`src/rtl/arb2_pkg.sv`:
```
// Shared types for the two-input round-robin stream arbiter.
package arb2_pkg;

  typedef enum logic {
    SRC_A = 1'b0,
    SRC_B = 1'b1
  } src_t;

  typedef enum logic [1:0] {
    ARB_IDLE,
    ARB_LOCK_A,
    ARB_LOCK_B
  } arb_state_t;

endpackage

```
`src/rtl/arb2to1_stream_mux.sv`:
```
// Plain N-bit 2:1 multiplexer: y = s ? d1 : d0.
module mux2to1_Nbit #(
  parameter int N = 1
) (
  input  logic [N-1:0] d0,
  input  logic [N-1:0] d1,
  input  logic         s,
  output logic [N-1:0] y
);

  assign y = s ? d1 : d0;

endmodule

```
`src/rtl/arb2to1_stream.sv`:
```
// Two-input round-robin valid/ready stream arbiter with a registered output stage.
// Define ARB2_PKT_LOCK_EN for packet-granular arbitration using a_last/b_last/out_last.
module arb2to1_stream
  import arb2_pkg::*;
#(
  parameter int N = 1
) (
  input  logic         clk,
  input  logic         rst_n,
  input  logic         a_valid,
  output logic         a_ready,
  input  logic [N-1:0] a_data,
  input  logic         b_valid,
  output logic         b_ready,
  input  logic [N-1:0] b_data,
`ifdef ARB2_PKT_LOCK_EN
  input  logic         a_last,
  input  logic         b_last,
  output logic         out_last,
`endif
  output logic         out_valid,
  input  logic         out_ready,
  output logic [N-1:0] out_data,
  output logic         out_src
);

  arb_state_t   state_q, state_d;
  logic         prio_a_q, prio_a_d;
  logic         out_valid_q, out_valid_d;
  logic [N-1:0] out_data_q, out_data_d;
  src_t         out_src_q, out_src_d;

  logic         accept;
  logic         a_ready_c, b_ready_c;
  logic         fire_a, fire_b, sel;
  logic [N-1:0] mux_data;

  mux2to1_Nbit #(.N(N)) u_data_mux (
    .d0 (a_data),
    .d1 (b_data),
    .s  (sel),
    .y  (mux_data)
  );

`ifdef ARB2_PKT_LOCK_EN
  logic out_last_q, out_last_d;
  logic mux_last;

  mux2to1_Nbit #(.N(1)) u_last_mux (
    .d0 (a_last),
    .d1 (b_last),
    .s  (sel),
    .y  (mux_last)
  );
`endif

  // Ready/grant: depends only on the other port's valid, the priority bit and lock state.
  // Held low while reset is asserted so nothing is accepted into a slot being cleared.
  always_comb begin
    accept    = !out_valid_q | out_ready;
    a_ready_c = 1'b0;
    b_ready_c = 1'b0;
    case (state_q)
      ARB_LOCK_A: a_ready_c = accept;
      ARB_LOCK_B: b_ready_c = accept;
      default: begin
        a_ready_c = accept & !(b_valid & !prio_a_q);
        b_ready_c = accept & !(a_valid &  prio_a_q);
      end
    endcase
    a_ready_c = a_ready_c & rst_n;
    b_ready_c = b_ready_c & rst_n;
    fire_a    = a_valid & a_ready_c;
    fire_b    = b_valid & b_ready_c;
    sel       = fire_b;
  end

  always_comb begin
    state_d     = state_q;
    prio_a_d    = prio_a_q;
    out_valid_d = out_valid_q;
    out_data_d  = out_data_q;
    out_src_d   = out_src_q;
`ifdef ARB2_PKT_LOCK_EN
    out_last_d  = out_last_q;
`endif
    if (fire_a | fire_b) begin
      out_valid_d = 1'b1;
      out_data_d  = mux_data;
      out_src_d   = src_t'(sel);
`ifdef ARB2_PKT_LOCK_EN
      out_last_d  = mux_last;
      // Priority rotates only at packet boundaries; a packet locks its source until last.
      if (mux_last) prio_a_d = sel;
      case (state_q)
        ARB_IDLE: begin
          if (fire_a && !a_last) state_d = ARB_LOCK_A;
          else if (fire_b && !b_last) state_d = ARB_LOCK_B;
        end
        ARB_LOCK_A: if (fire_a && a_last) state_d = ARB_IDLE;
        ARB_LOCK_B: if (fire_b && b_last) state_d = ARB_IDLE;
        default:    state_d = ARB_IDLE;
      endcase
`else
      prio_a_d    = sel;
`endif
    end else if (out_ready) begin
      out_valid_d = 1'b0;
    end
`ifndef ARB2_PKT_LOCK_EN
    state_d = ARB_IDLE;
`endif
  end

  always_ff @(posedge clk or negedge rst_n) begin
    if (!rst_n) begin
      state_q     <= ARB_IDLE;
      prio_a_q    <= 1'b1;
      out_valid_q <= 1'b0;
      out_data_q  <= '0;
      out_src_q   <= SRC_A;
`ifdef ARB2_PKT_LOCK_EN
      out_last_q  <= 1'b0;
`endif
    end else begin
      state_q     <= state_d;
      prio_a_q    <= prio_a_d;
      out_valid_q <= out_valid_d;
      out_data_q  <= out_data_d;
      out_src_q   <= out_src_d;
`ifdef ARB2_PKT_LOCK_EN
      out_last_q  <= out_last_d;
`endif
    end
  end

  assign a_ready   = a_ready_c;
  assign b_ready   = b_ready_c;
  assign out_valid = out_valid_q;
  assign out_data  = out_data_q;
  assign out_src   = out_src_q;
`ifdef ARB2_PKT_LOCK_EN
  assign out_last  = out_last_q;
`endif

endmodule
```
`config.mk`:
```
export PLATFORM = sky130hd
export DESIGN_NAME = arb2to1_stream
export DESIGN_NICKNAME = d
export VERILOG_FILES = /design/src/rtl/arb2_pkg.sv /design/src/rtl/arb2to1_stream_mux.sv /design/src/rtl/arb2to1_stream.sv
export SDC_FILE = /design/constraint.sdc
export NUM_CORES = 1
export LEC_CHECK = 0
export ABC_AREA = 1
export CAP_MARGIN = 20
export CORE_AREA = 2 2 39 41
export DETAILED_ROUTE_END_ITERATION = 8
export DIE_AREA = 0 0 41 43
export PLACE_DENSITY_LB_ADDON = 0.3
export SLEW_MARGIN = 10
export SYNTH_ARGS = -nofsm -noshare
export SYNTH_HDL_FRONTEND = slang
export SYNTH_SLANG_ARGS = --single-unit
```
`constraint.sdc`:
```
create_clock -name clk -period 1.4 [get_ports clk]
set_input_delay 0.21 -clock clk [delete_from_list [all_inputs] [get_ports clk]]
set_output_delay 0.21 -clock clk [all_outputs]
set_load 0.1 [all_outputs]
```
==> results_dict.tcl <==
set metrics [dict create \
    synth-adder-area-share_pct 0 \
    die-area_um2 1760 \
    status "finished with violations" \
    grt_max_degree 6 \
    ctsHoldBuffers 0 \
    finalCritPeriodShare_pct 108 \
    gp_congestion 0.708 \
    vdd_ir_drop_max_mv 0.688 \
    gr-usage-met2_pct 10.6 \
    crit_required_ns 1.19 \
    dp.cells 56 \
    worstSetupPathType "input port to primary output" \
    die_w_um 41 \
    syn_inst 28 \
    critPathMostFrequentCell "a21oi_4" \
    p_leak_nw 0.219 \
    yosysUniqueCellTypes 12 \
    critPathLaunch "rst_n" \
    dr.pass1.iters 4 \
    cp_top_family "buffers and inverters" \
    worst_path_max_delay_cell "clkdlybuf4s50_1" \
    drv_cap 0 \
    synth_area_per_cell_um2 7.91 \
    max_stage_delay_ns 0.50 \
    use_met3_pct 6.28 \
    h-tree-depth 1 \
    rsz0062_at_grt "yes" \
    rows 14 \
    utilization_pct 34.6 \
    timing.rr.start "out_valid" \
    grtUsageTotal_pct 9.07 \
    synth_top_area_share_pct 33.9 \
    cp_max_fo 3 \
    pwr_density_cell_nw_per_um2 1410 \
    drt_wl_total_um 564 \
    instances_no_fill 62 \
    fp.dieH_um 43 \
    io_buffers 11 \
    dp_worst_setup_slack_ns -0.129 \
    drcViolationCount 0 \
    fin_hold_ws_ns 0.288 \
    ioPinCount 12 \
    finalHoldViolCount 0 \
    finalCriticalPeriod_ns 1.51 \
    placed_area_um2 435 \
    synth_top_area_cell "dfrtp_1" \
    finalNetCount 54 \
    drt-vias-per-instance 3.76 \
    cp-start-kind "input port" \
    violations "negative setup slack" \
    grt-ovfl-total 0 \
    max_freq_mhz 662 \
    seq_area_frac_synth_pct 45.8 \
    endpoint_kind "primary output" \
    ys_ff_latch 4 \
    final_cell_area_um2 479 \
    yosys-top-cells-area "dfrtp_1, nand2_1, dfstp_2" \
    fin_ws_ns -0.110 \
    synth_top_family_by_area "simple AND/OR/NAND/NOR gates" \
    drt_iter0_markers 2 \
    p_total_mw 0.676 \
    tns_ns -0.216 \
    wire_per_inst_um 9.10 \
    core-area_um2 1380 \
    synth_fp_nets 35 \
    clk_latency_ns 0.25 \
    vias 233 \
    finalMaxSlewViolations 0 \
    ys_warn_count 0 \
    synthSimpleGateAreaFrac_pct 28.2 \
    tightest_slew_ns 0.203 \
    final_common_cell "nand2_1" \
    slew_headroom_pct 86.4 \
    hold_class "input port to asynchronous set/reset pin" \
    synthMuxAreaShare_pct 0 \
    use_met1_pct 11.4 \
    initial_core_util_pct 16.0 \
    drive_gt1_share_pct 45.7 \
    antenna_found_initial 0 \
    synth_area_um2 221 \
    busiest_layer "met1" \
    cp_data_arrival_time_ns 1.30 \
    tritoncts "built" \
    cp.buffers_inverters 4 \
    ant_nets 0 \
    fin_worst_skew_ns 0.0123 \
    cts_root_buf "clkbuf_4" \
    cts.path.max_buffers 2 \
    path_clk_slew_ns 0.05 \
    grt_pass1_vias 249 \
    grt_pass1_wl_um 993 \
    setup_viol 2 \
    n_antenna_cell 0 \
    syn_to_final_growth_pct 116 \
    path_cells "clkdlybuf4s50_1 > inv_2 > a21oi_4 > inv_4 > a21oi_4 > buf_12" \
    cts_sinks 4 \
    final_cell_mix "nand2_1, clkdlybuf4s50_1, buf_12" \
    synth-compound-area-share_pct 14.1 \
    dp_hpwl_um 423 \
    cts-buffers-inserted 3 \
    synth-xor-area-share_pct 0 \
]
==> registers in the layout, summed over array words and instances, names as in the netlist <==
name,count
out_src,1
prio_a_q,1
out_valid,1
out_data,1
==> what timing repair did <==
action	CTS	global route
pin swaps	1	1
gates resized for setup	1	0
endpoints found under the setup margin	2	2
endpoints found under the hold margin	0	0
buffers inserted	2	0
==> area by class of cell <==
type | instances | area, µm²
clock buffers | 4 | 26.3
fillers | 150 | 905
inverters | 7 | 28.8
multi-input cells | 17 | 116
flip-flops and latches | 4 | 105
well taps | 16 | 20.0
repair buffers | 14 | 183
==> Yosys cell counts, drive strengths merged <==
| master | number |
|---|---|
| a21oi | 3 |
| nand2 | 8 |
| dfstp | 1 |
| nor2 | 2 |
| o21ai | 1 |
| inv | 7 |
| nand4 | 2 |
| nand3 | 1 |
| dfrtp | 3 |
==> cells by family after synthesis <==
family,count (synthesis)
AND/OR/NAND/NOR,13
buffers and inverters,7
flip-flops,4
AO/OA/AOI/OAI,4
==> worst reg2reg max path: stages (launching register included) <==
cell,delay (ns)
dfrtp_4,0.48
a21oi_4,0.16
inv_4,0.07
buf_4,0.14
nor2_4,0.10
inv_2,0.05
nand2_1,0.05
nand2_1,0.05
==> power breakdown <==
| group | switching, mW | internal (mW) |
|---|---|---|
| clock | 0.0622 | 0.108 |
| sequential | 0.0217 | 0.142 |
| combinational | 0.216 | 0.126 |
| total | 0.300 | 0.376 |
==> layer usage <==
metal	vias to the layer above	share of wire, %	routed length (µm)
li1	123	-	-
met5	-	0	0
met3	0	9.8	55
met2	11	44	248
met4	0	0	0
met1	99	46	260
==> path summary, 6_finish.rpt <==
check | to | slack, ns | cells past startpoint
max | b_ready | -0.11 | 6
min | out_src | 0.29 | 2
max reg2reg | out_data | 0.16 | 7
min reg2reg | out_src | 0.54 | 2
max in group asynchronous | prio_a_q | 0.90 | 2
min in group clk | out_src | 0.54 | 2
(Power assumes the default switching activity.)
